[src/rtl/gt_pkg.sv]
`default_nettype none
// ============================================================================
// gt_pkg : shared constants and state encoding for the GT RX word aligner
// Rev 1.0
// ============================================================================
package gt_pkg;

    localparam int          c_byte_w = 8;
    localparam int          c_lanes  = 4;
    localparam logic [7:0]  c_k28_5  = 8'hBC;

    typedef enum logic [1:0] {
        ST_HUNT  = 2'd0,
        ST_CHECK = 2'd1,
        ST_LOCK  = 2'd2
    } state_t;

    function automatic logic [15:0] sat_inc16(input logic [15:0] v);
        return (v == 16'hFFFF) ? v : v + 16'd1;
    endfunction

endpackage
`default_nettype wire

[src/rtl/gt_comma_detect.sv]
`default_nettype none
// ============================================================================
// gt_comma_detect : flags a single K-qualified comma lane or a multi-lane hit
// Rev 1.0
// ============================================================================
module gt_comma_detect
    import gt_pkg::*;
#(
    parameter logic [c_byte_w-1:0] P_COMMA = c_k28_5
) (
    input  logic [c_lanes*c_byte_w-1:0] i_data,
    input  logic [c_lanes-1:0]          i_char,
    output logic                        o_hit,
    output logic                        o_multi,
    output logic [1:0]                  o_offset
);

    logic [c_lanes-1:0] w_match;

    generate
        for (genvar g = 0; g < c_lanes; g++) begin : g_lane
            assign w_match[g] = i_char[g] && (i_data[g*c_byte_w +: c_byte_w] == P_COMMA);
        end
    endgenerate

    always_comb begin
        o_hit    = 1'b0;
        o_multi  = 1'b0;
        o_offset = 2'd0;
        case (w_match)
            4'b0000: ;
            4'b0001: begin o_hit = 1'b1; o_offset = 2'd0; end
            4'b0010: begin o_hit = 1'b1; o_offset = 2'd1; end
            4'b0100: begin o_hit = 1'b1; o_offset = 2'd2; end
            4'b1000: begin o_hit = 1'b1; o_offset = 2'd3; end
            default: o_multi = 1'b1;
        endcase
    end

endmodule
`default_nettype wire

[src/rtl/gt_rx_word_aligner.sv]
`default_nettype none
// ============================================================================
// gt_rx_word_aligner : K28.5 lane search, hunt/check/lock and byte rotation
// Rev 1.0
// ============================================================================
module gt_rx_word_aligner
    import gt_pkg::*;
#(
    parameter logic [7:0] P_COMMA    = c_k28_5,
    parameter int         P_LOCK_CNT = 4,
    parameter int         P_LOSS_CNT = 3,
    parameter int         P_TIMEOUT  = 1024
) (
    input  logic        i_clk,
    input  logic        i_rst,
    input  logic        i_byte_align,
    input  logic [31:0] i_data,
    input  logic [3:0]  i_char,
    output logic [31:0] o_data,
    output logic [3:0]  o_char,
    output logic        o_valid,
    output logic        o_locked,
    output logic [1:0]  o_offset,
    output logic [15:0] o_relock_cnt
);

    localparam int c_match_w = $clog2(P_LOCK_CNT + 1);
    localparam int c_miss_w  = $clog2(P_LOSS_CNT + 1);
    localparam int c_tmo_w   = $clog2(P_TIMEOUT + 1);

    localparam logic [c_match_w-1:0] c_match_last = c_match_w'(P_LOCK_CNT - 1);
    localparam logic [c_miss_w-1:0]  c_miss_last  = c_miss_w'(P_LOSS_CNT - 1);
    localparam logic [c_tmo_w-1:0]   c_tmo_last   = c_tmo_w'(P_TIMEOUT - 1);

    logic [31:0]          r_d1;
    logic [3:0]           r_c1;
    state_t               r_state;
    logic [1:0]           r_offset;
    logic [c_match_w-1:0] r_match;
    logic [c_miss_w-1:0]  r_miss;
    logic [c_tmo_w-1:0]   r_tmo;
    logic [15:0]          r_relock;

    logic                 w_hit;
    logic                 w_multi;
    logic [1:0]           w_off;
    logic                 w_aligned;
    logic                 w_lose;
    logic [63:0]          w_stream;
    logic [7:0]           w_cstream;

    gt_comma_detect #(
        .P_COMMA (P_COMMA)
    ) u_detect (
        .i_data   (r_d1),
        .i_char   (r_c1),
        .o_hit    (w_hit),
        .o_multi  (w_multi),
        .o_offset (w_off)
    );

    assign w_aligned = w_hit && (w_off == r_offset);

    // Loss of lock: either the misaligned-comma budget or the comma-free budget runs out.
    always_comb begin
        w_lose = 1'b0;
        if (r_state == ST_LOCK && !w_aligned) begin
            if (w_hit || w_multi) w_lose = (r_miss == c_miss_last);
            else                  w_lose = (r_tmo == c_tmo_last);
        end
    end

    assign w_stream  = {i_data, r_d1};
    assign w_cstream = {i_char, r_c1};

    always_ff @(posedge i_clk) begin
        if (i_rst) begin
            r_d1   <= '0;
            r_c1   <= '0;
            o_data <= '0;
            o_char <= '0;
        end else begin
            r_d1   <= i_data;
            r_c1   <= i_char;
            o_data <= w_stream[{1'b0, r_offset, 3'b000} +: 32];
            o_char <= w_cstream[{1'b0, r_offset} +: 4];
        end
    end

    always_ff @(posedge i_clk) begin
        if (i_rst) begin
            r_state  <= ST_HUNT;
            r_offset <= '0;
            r_match  <= '0;
            r_miss   <= '0;
            r_tmo    <= '0;
            r_relock <= '0;
            o_locked <= 1'b0;
            o_valid  <= 1'b0;
        end else begin
            o_valid <= (r_state == ST_LOCK) && i_byte_align;
            if (!i_byte_align || w_lose) begin
                r_state  <= ST_HUNT;
                o_locked <= 1'b0;
                r_match  <= '0;
                r_miss   <= '0;
                r_tmo    <= '0;
                if (r_state == ST_LOCK) r_relock <= sat_inc16(r_relock);
            end else begin
                case (r_state)
                    ST_HUNT: begin
                        if (w_hit) begin
                            r_offset <= w_off;
                            r_match  <= c_match_w'(1);
                            r_miss   <= '0;
                            r_tmo    <= '0;
                            if (P_LOCK_CNT <= 1) begin
                                r_state  <= ST_LOCK;
                                o_locked <= 1'b1;
                            end else begin
                                r_state  <= ST_CHECK;
                            end
                        end
                    end
                    ST_CHECK: begin
                        if (w_multi) begin
                            r_state <= ST_HUNT;
                            r_match <= '0;
                        end else if (w_aligned) begin
                            r_match <= r_match + c_match_w'(1);
                            if (r_match == c_match_last) begin
                                r_state  <= ST_LOCK;
                                o_locked <= 1'b1;
                                r_miss   <= '0;
                                r_tmo    <= '0;
                            end
                        end else if (w_hit) begin
                            r_offset <= w_off;
                            r_match  <= c_match_w'(1);
                        end
                    end
                    ST_LOCK: begin
                        if (w_aligned) begin
                            r_miss <= '0;
                            r_tmo  <= '0;
                        end else if (w_hit || w_multi) begin
                            r_miss <= r_miss + c_miss_w'(1);
                        end else begin
                            r_tmo  <= r_tmo + c_tmo_w'(1);
                        end
                    end
                    default: begin
                        r_state  <= ST_HUNT;
                        o_locked <= 1'b0;
                    end
                endcase
            end
        end
    end

    assign o_offset     = r_offset;
    assign o_relock_cnt = r_relock;

endmodule
`default_nettype wire

[config.mk]
export PLATFORM = sky130hd
export DESIGN_NAME = gt_rx_word_aligner
export DESIGN_NICKNAME = d
export VERILOG_FILES = /design/src/rtl/gt_pkg.sv /design/src/rtl/gt_comma_detect.sv /design/src/rtl/gt_rx_word_aligner.sv
export SDC_FILE = /design/constraint.sdc
export NUM_CORES = 1
export LEC_CHECK = 0
export ABC_AREA = 0
export BUFFER_PORTS_ARGS = -buffer_cell sky130_fd_sc_hd__buf_2
export CAP_MARGIN = 25
export CORE_MARGIN = 2
export CORE_UTILIZATION = 50
export CTS_CLUSTER_SIZE = 12
export DETAILED_ROUTE_END_ITERATION = 8
export PLACE_DENSITY = 0.76
export SLEW_MARGIN = 30
export SYNTH_ARGS = -nofsm -noshare
export SYNTH_HDL_FRONTEND = slang
export SYNTH_SLANG_ARGS = --single-unit
[constraint.sdc]
create_clock -name i_clk -period 3 [get_ports i_clk]
set_clock_uncertainty 0.2 [all_clocks]
set_input_delay 0.6 -clock i_clk [delete_from_list [all_inputs] [get_ports i_clk]]
set_output_delay 0.6 -clock i_clk [all_outputs]
set_load 0.01 [all_outputs]
-- After elaboration in Yosys (flattened, before gate mapping)
Cells that the tools add are included.
- add/subtract/negate cells: 4
- eq/ne operators: 24
- shift-type cells: 2
- multiplexer cells: 36
- bitwise logic cells: 4
- reduce and logical (&&, ||, !) cells: 25
- operators by type and width (cell ; number):
    2-to-1 mux 11 bit ; 6
    variable part select 64 x 6 -> 32 bit ; 1
    one-hot mux 11 bit (3 select lines) ; 1
    == test 8 bit, second input constant ; 4
    2-to-1 mux 2 bit ; 13
    one-hot mux 2 bit (3 select lines) ; 3
    adder 16 x 1 -> 16 bit, second input constant ; 1
    == test 16 bit, second input constant ; 1
    AND reduction 4 bit ; 3
    AND reduction 6 bit ; 2
    adder 11 x 1 -> 11 bit, second input constant ; 1
    == test 11 x 10 -> 1 bit, second input constant ; 1
    != test 2 bit, second input constant ; 5
    2-to-1 mux 3 bit ; 3
    != test 3 bit, second input constant ; 3
    variable part select 8 x 3 -> 4 bit ; 1
    logical AND 1 bit ; 7
    2-to-1 mux 1 bit ; 7
    one-hot mux 3 bit (2 select lines) ; 1
    OR reduction 5 bit ; 1
    == test 2 bit, second input constant ; 2
    == test 4 x 1 -> 1 bit, second input constant ; 1
    == test 4 x 2 -> 1 bit, second input constant ; 1
    == test 4 x 3 -> 1 bit, second input constant ; 1
    other kinds (19) ; 25
- register bits: 110
- bits of input ports: 39
- output and inout bits: 56
- logic and storage cells: 107

-- Logic depth before layout (Yosys ltp)
- depth in word-level cells: 12
- mapped depth: 10
- gate-level depth less buffers: 8

-- By module
From an unflattened synthesis, not the netlist that was laid out.
- cells, all modules: 473
- area total of the unflattened synthesis: 5134.9 sq um
- modules (own cells, without submodules) (module ; times used ; cells an instance ; area each (sq um) ; sequential area each (sq um)):
    gt_rx_word_aligner ; 1 ; 447 ; 4844.6 ; 2202.1
    gt_comma_detect ; 1 ; 26 ; 290.3 ; 0.0

-- Worst setup path before layout
OpenSTA, ideal clock, no wires.
- path kind: register to register
- start: register r_d1[9]
- end: register r_relock[5] (netlist: o_relock_cnt[5])
- library setup time: 121 ps
- arrival time: 2691 ps
- data required time: 2679 ps
- setup slack: -12 ps
- stages on the path, launching flop included: 11
- path buffers: 3
- clock period less this slack: 3012 ps
- cell sequence: dfxtp_1 > or2_1 > or4_1 > clkbuf_1 > and4_1 > buf_2 > mux2i_1 > o31a_4 > buf_6 > nor4_1 > mux2_2
- longest elaborated chain between the ends: 11
- elaborated cells on any way between the ends: 21
- classes of those cells: eq/ne (6); mux (5); reduce/logical (10)
- ends and longest elaborated chain (item ; line ; text):
    start: declaration ; gt_rx_word_aligner.sv:35 ; logic [31:0] r_d1;
    start signal: assignment ; gt_rx_word_aligner.sv:83 ; r_d1 <= i_data;
    == test 8 bit * ; gt_comma_detect.sv:22 ; assign w_match[g] = i_char[g] && (i_data[g*c_byte_w +: c_byte_w] == P_COMMA);
    logical AND 1 bit * ; gt_comma_detect.sv:22 ;
    == test 4 bit, or another cell as far along ; gt_comma_detect.sv:30 ; case (w_match)
    one-hot mux 2 bit (3 select lines) or OR reduction 4 bit (tied branches) ; -- ;
    == test 2 bit or 2-to-1 mux 1 bit (tied branches) ; gt_rx_word_aligner.sv:62, gt_comma_detect.sv:30 ;
    logical AND 1 bit ; gt_rx_word_aligner.sv:62 ; assign w_aligned = w_hit && (w_off == r_offset);
    zero test 1 bit ; gt_rx_word_aligner.sv:67 ; if (r_state == ST_LOCK && !w_aligned) begin
    logical AND 1 bit ; gt_rx_word_aligner.sv:67 ;
    2-to-1 mux 1 bit * ; gt_rx_word_aligner.sv:67 ;
    logical OR 1 bit * ; gt_rx_word_aligner.sv:102 ; if (!i_byte_align || w_lose) begin
    AND reduction 3 bit (no line) * ; -- ;
    end signal: assignment ; gt_rx_word_aligner.sv:108 ; if (r_state == ST_LOCK) r_relock <= sat_inc16(r_relock);
    end: declaration ; gt_rx_word_aligner.sv:42 ; logic [15:0] r_relock;
Every way passes the cells marked *; elsewhere a longest branch is shown, timed or not.
A chain may end at the register's enable or synchronous reset.

-- Worst setup path after layout
- start: register r_d1[17]
- end: register r_relock[15] (netlist: o_relock_cnt[15])
The elaborated chain is that of the path after synthesis.

==> flow_summary.yaml <==
clock_network:
  htree_levels: 3
  numCtsBuffers: 9
  cts_buffer_depth: 2
  root_buffer: "clkbuf_8"
  clkLatencyLatePin_ns: 0.38
  clk_pin_slew_ns: 0.11
  cts.sinks: 110
  cts_tree: "done"
synth:
  avgSynthCellArea_um2: 10.6
  synth_edf_count: 0
  synthArstFlopShare_pct: 0
  synth_fa_ha_area_share_pct: 1.24
  synth_compound_area_share_pct: 10.1
  synthesis.area_um2: 5030
  syn-num-nets: 520
  ys_warn_count: 0
  ys_types: 47
  synth-main-ff-cell: "dfxtp_1"
  synthXorXnorAreaFrac_pct: 0.348
  synth-seq-cells: 110
  seq_area_frac_synth_pct: 43.7
  synth_cells: 476
  synth_top_family_by_area: "simple AND/OR/NAND/NOR gates"
  muxShareOfSynthArea_pct: 18.1
  synthSimpleGateAreaFrac_pct: 22.9
critical_path:
  crit_cells: 8
  cp_data_arrival_time_ns: 3.03
  critPathRequiredTime_ns: 3.08
  end_kind: "flip-flop"
  crit_end: "o_relock_cnt[15]"
  critPathBufInv: 1
  worstPathMaxFanout: 6
  rrSetupSlack_ns: 0.05
  worstSetupStartpointType: "flip-flop"
  path_class: "reg2reg"
  reg2reg_to: "o_relock_cnt[15]"
  worst_path_largest_cell_delay_ns: 0.57
  r2r_start: "r_d1[17]"
  critPathLaunch: "r_d1[17]"
  cp_slowest_cell: "or4_4"
  ff2ff_path_depth: 8
  cp_top_family: "simple AND/OR/NAND/NOR gates"
  path_cells: "or2_1 > or4_4 > nand4_2 > a31oi_4 > buf_4 > o31a_4 > nor4bb_2 > mux2_1"
timing:
  min_period_over_period_pct: 98.3
  setup-violations-final: 0
  worstMarginPinSlew_ns: 0.626
  setup_ws_ns: 0.0500
  slew_headroom_pct: 58.0
  min_period_ns: 2.95
  maxSlewViolCount: 0
  finalHoldViolCount: 0
  fmax_mhz: 339
place:
  hpwl_um: 8030
  gp_congestion: 0.801
  port_buffers: 94
  place_area_um2: 5740
  place_inst: 695
  dp_slack_ns: -0.134
power:
  p_leak_nw: 2.32
  powerDensity_nw_per_um2: 422
  p_total_mw: 2.58
  ir_worst_vdd_uv: 247
floorplanning:
  die_x_um: 104
  rows: 36
  ioPinCount: 95
  start_util_pct: 51.5
  die-height_um: 104
  dieArea_um2: 10900
  fp.coreArea_um2: 9770
routing:
  vias_per_cell: 5.73
  vias: 4106
  drc_errors: 0
  met3_length_um: 594
  highest_layer: "met4"
  wl_met1_um: 5280
  dr.pass1.iters: 5
  initialDrtViolationCount: 246
  drt_wl_total_um: 11700
  dr_wl_met2_um: 5590
  antenna_left: 0
  post_drt_wl_per_cell_um: 16.3
cells_and_area:
  fin_cells: 717
  syn_to_final_growth_pct: 21.6
  layout.cells.most_common: "dfxtp_1"
  drive_gt1_share_pct: 37.0
  fillers: 825
  mostFrequentLayoutCells: "dfxtp_1 (104), buf_2 (94), nor2b_1 (81), mux4_2 (36)"
  antenna_cells: 0
  layout.nets: 623
  postLayoutCellArea_um2: 6120
outcome:
  status: "finished, final reports clean"
global_routing:
  grt_pass1_wl_um: 19200
  grt_pass1_vias: 3892
  grt_max_degree: 99
  grt_util_all_layers_pct: 21.7
  antenna_found_initial: 0
  overflow: 0
hold_path:
  worst_hold_path.num_cells: 2
  hold_class: "in2reg"
flow_run:
  cap_viol_max_count: 0
area by class of cell:
class | instances | area, um^2 | area share (%)
multi-input combinational | 327 | 2830 | 46.2
sequential | 110 | 2210 | 36.1
timing repair buffer | 122 | 691 | 11.3
tap | 133 | 166 | 2.72
clock buffer | 10 | 138 | 2.25
clock inverter | 6 | 52.6 | 0.858
inverter | 9 | 33.8 | 0.552
synthesized netlist by cell type, types with 6 or more instances:
| library cell | n | area, um^2 |
|---|---|---|
| nor4_1 | 6 | 37.5 |
| o21ai_0 | 12 | 60.1 |
| nor2_1 | 20 | 75.1 |
| nand3_1 | 13 | 65.1 |
| a311oi_1 | 10 | 87.6 |
| inv_1 | 9 | 33.8 |
| a21oi_1 | 22 | 110 |
| nand2_1 | 26 | 97.6 |
| clkbuf_1 | 20 | 75.1 |
| nor2b_1 | 81 | 507 |
| o31ai_1 | 6 | 45.0 |
| nand4_1 | 14 | 87.6 |
| mux4_2 | 36 | 811 |
| or4_1 | 11 | 82.6 |
| buf_2 | 6 | 30.0 |
| dfxtp_1 | 110 | 2200 |
stage by stage:
step	hold slack, ns	setup TNS [ns]	utilization [%]
after floorplan	0.232	-0.0213	-
after detailed placement	0.258	-1.89	58.7
after global routing	0.214	-0.00985	62.6
after CTS	0.217	-0.0688	61.3
final	0.222	0	62.6
after global placement	0.242	-0.414	58.6
cells by family (layout without fill, tap and decap cells):
group | count (synthesis) | count (layout)
adders and majority gates | 5 | 5
xor gates and xnor gates | 2 | 2
and+or+nand+nor | 198 | 199
buffers and inverters | 42 | 147
muxes | 45 | 45
DFF | 110 | 110
AOI/OAI and AO/OA | 74 | 76
how the worst min path moves through the flow:
stage	start	endpoint	slack (ns)
floorplan	r_match[2]	r_match[2]	0.23
global placement	r_match[2]	r_match[2]	0.24
detailed placement	r_match[1]	r_match[1]	0.26
CTS	i_char[3]	r_c1[3]	0.22
global route	i_char[3]	r_c1[3]	0.21
finish	i_data[26]	r_d1[26]	0.22
state kept, by name, summed over array words and instances (netlist names):
signal	cells
o_offset	2
o_locked	1
r_tmo	11
r_miss	2
o_valid	1
o_char	4
r_d1	32
r_c1	4
r_match	3
o_data	32
r_state	2
o_relock_cnt	16
per-layer routing:
metal / global-route usage, % / up-vias
met3: 5.20 / 17
met1: 30.3 / 1987
met2: 33.3 / 132
met5: 0 / -
met4: 7.05 / 0
li1: - / 1970
worst reg2reg max path, cell delays in order (launching register included):
cell      delay [ns]
dfxtp_1         0.33
or2_1           0.24
or4_4           0.57
nand4_2         0.14
a31oi_4         0.14
buf_4           0.17
o31a_4          0.39
nor4bb_2        0.33
mux2_1          0.34
where the power goes:
group / internal (mW) / switching (mW) / leakage (nW) / total (mW)
sequential: 1.51 / 0.0238 / 0.904 / 1.53
clock: 0.336 / 0.522 / 0.0910 / 0.858
combinational: 0.103 / 0.0899 / 1.33 / 0.193
repair_timing:
| item | 4_1_cts | 5_1_grt |
|---|---|---|
| hold buffers | 0 | 0 |
| endpoints found under the setup margin | 27 | 29 |
| gates cloned | 2 | 1 |
| gates resized for setup | 9 | 22 |
| pin swaps | 2 | 11 |
| setup buffers | 0 | 3 |
Note: power is estimated with default switching activity, not from simulation.
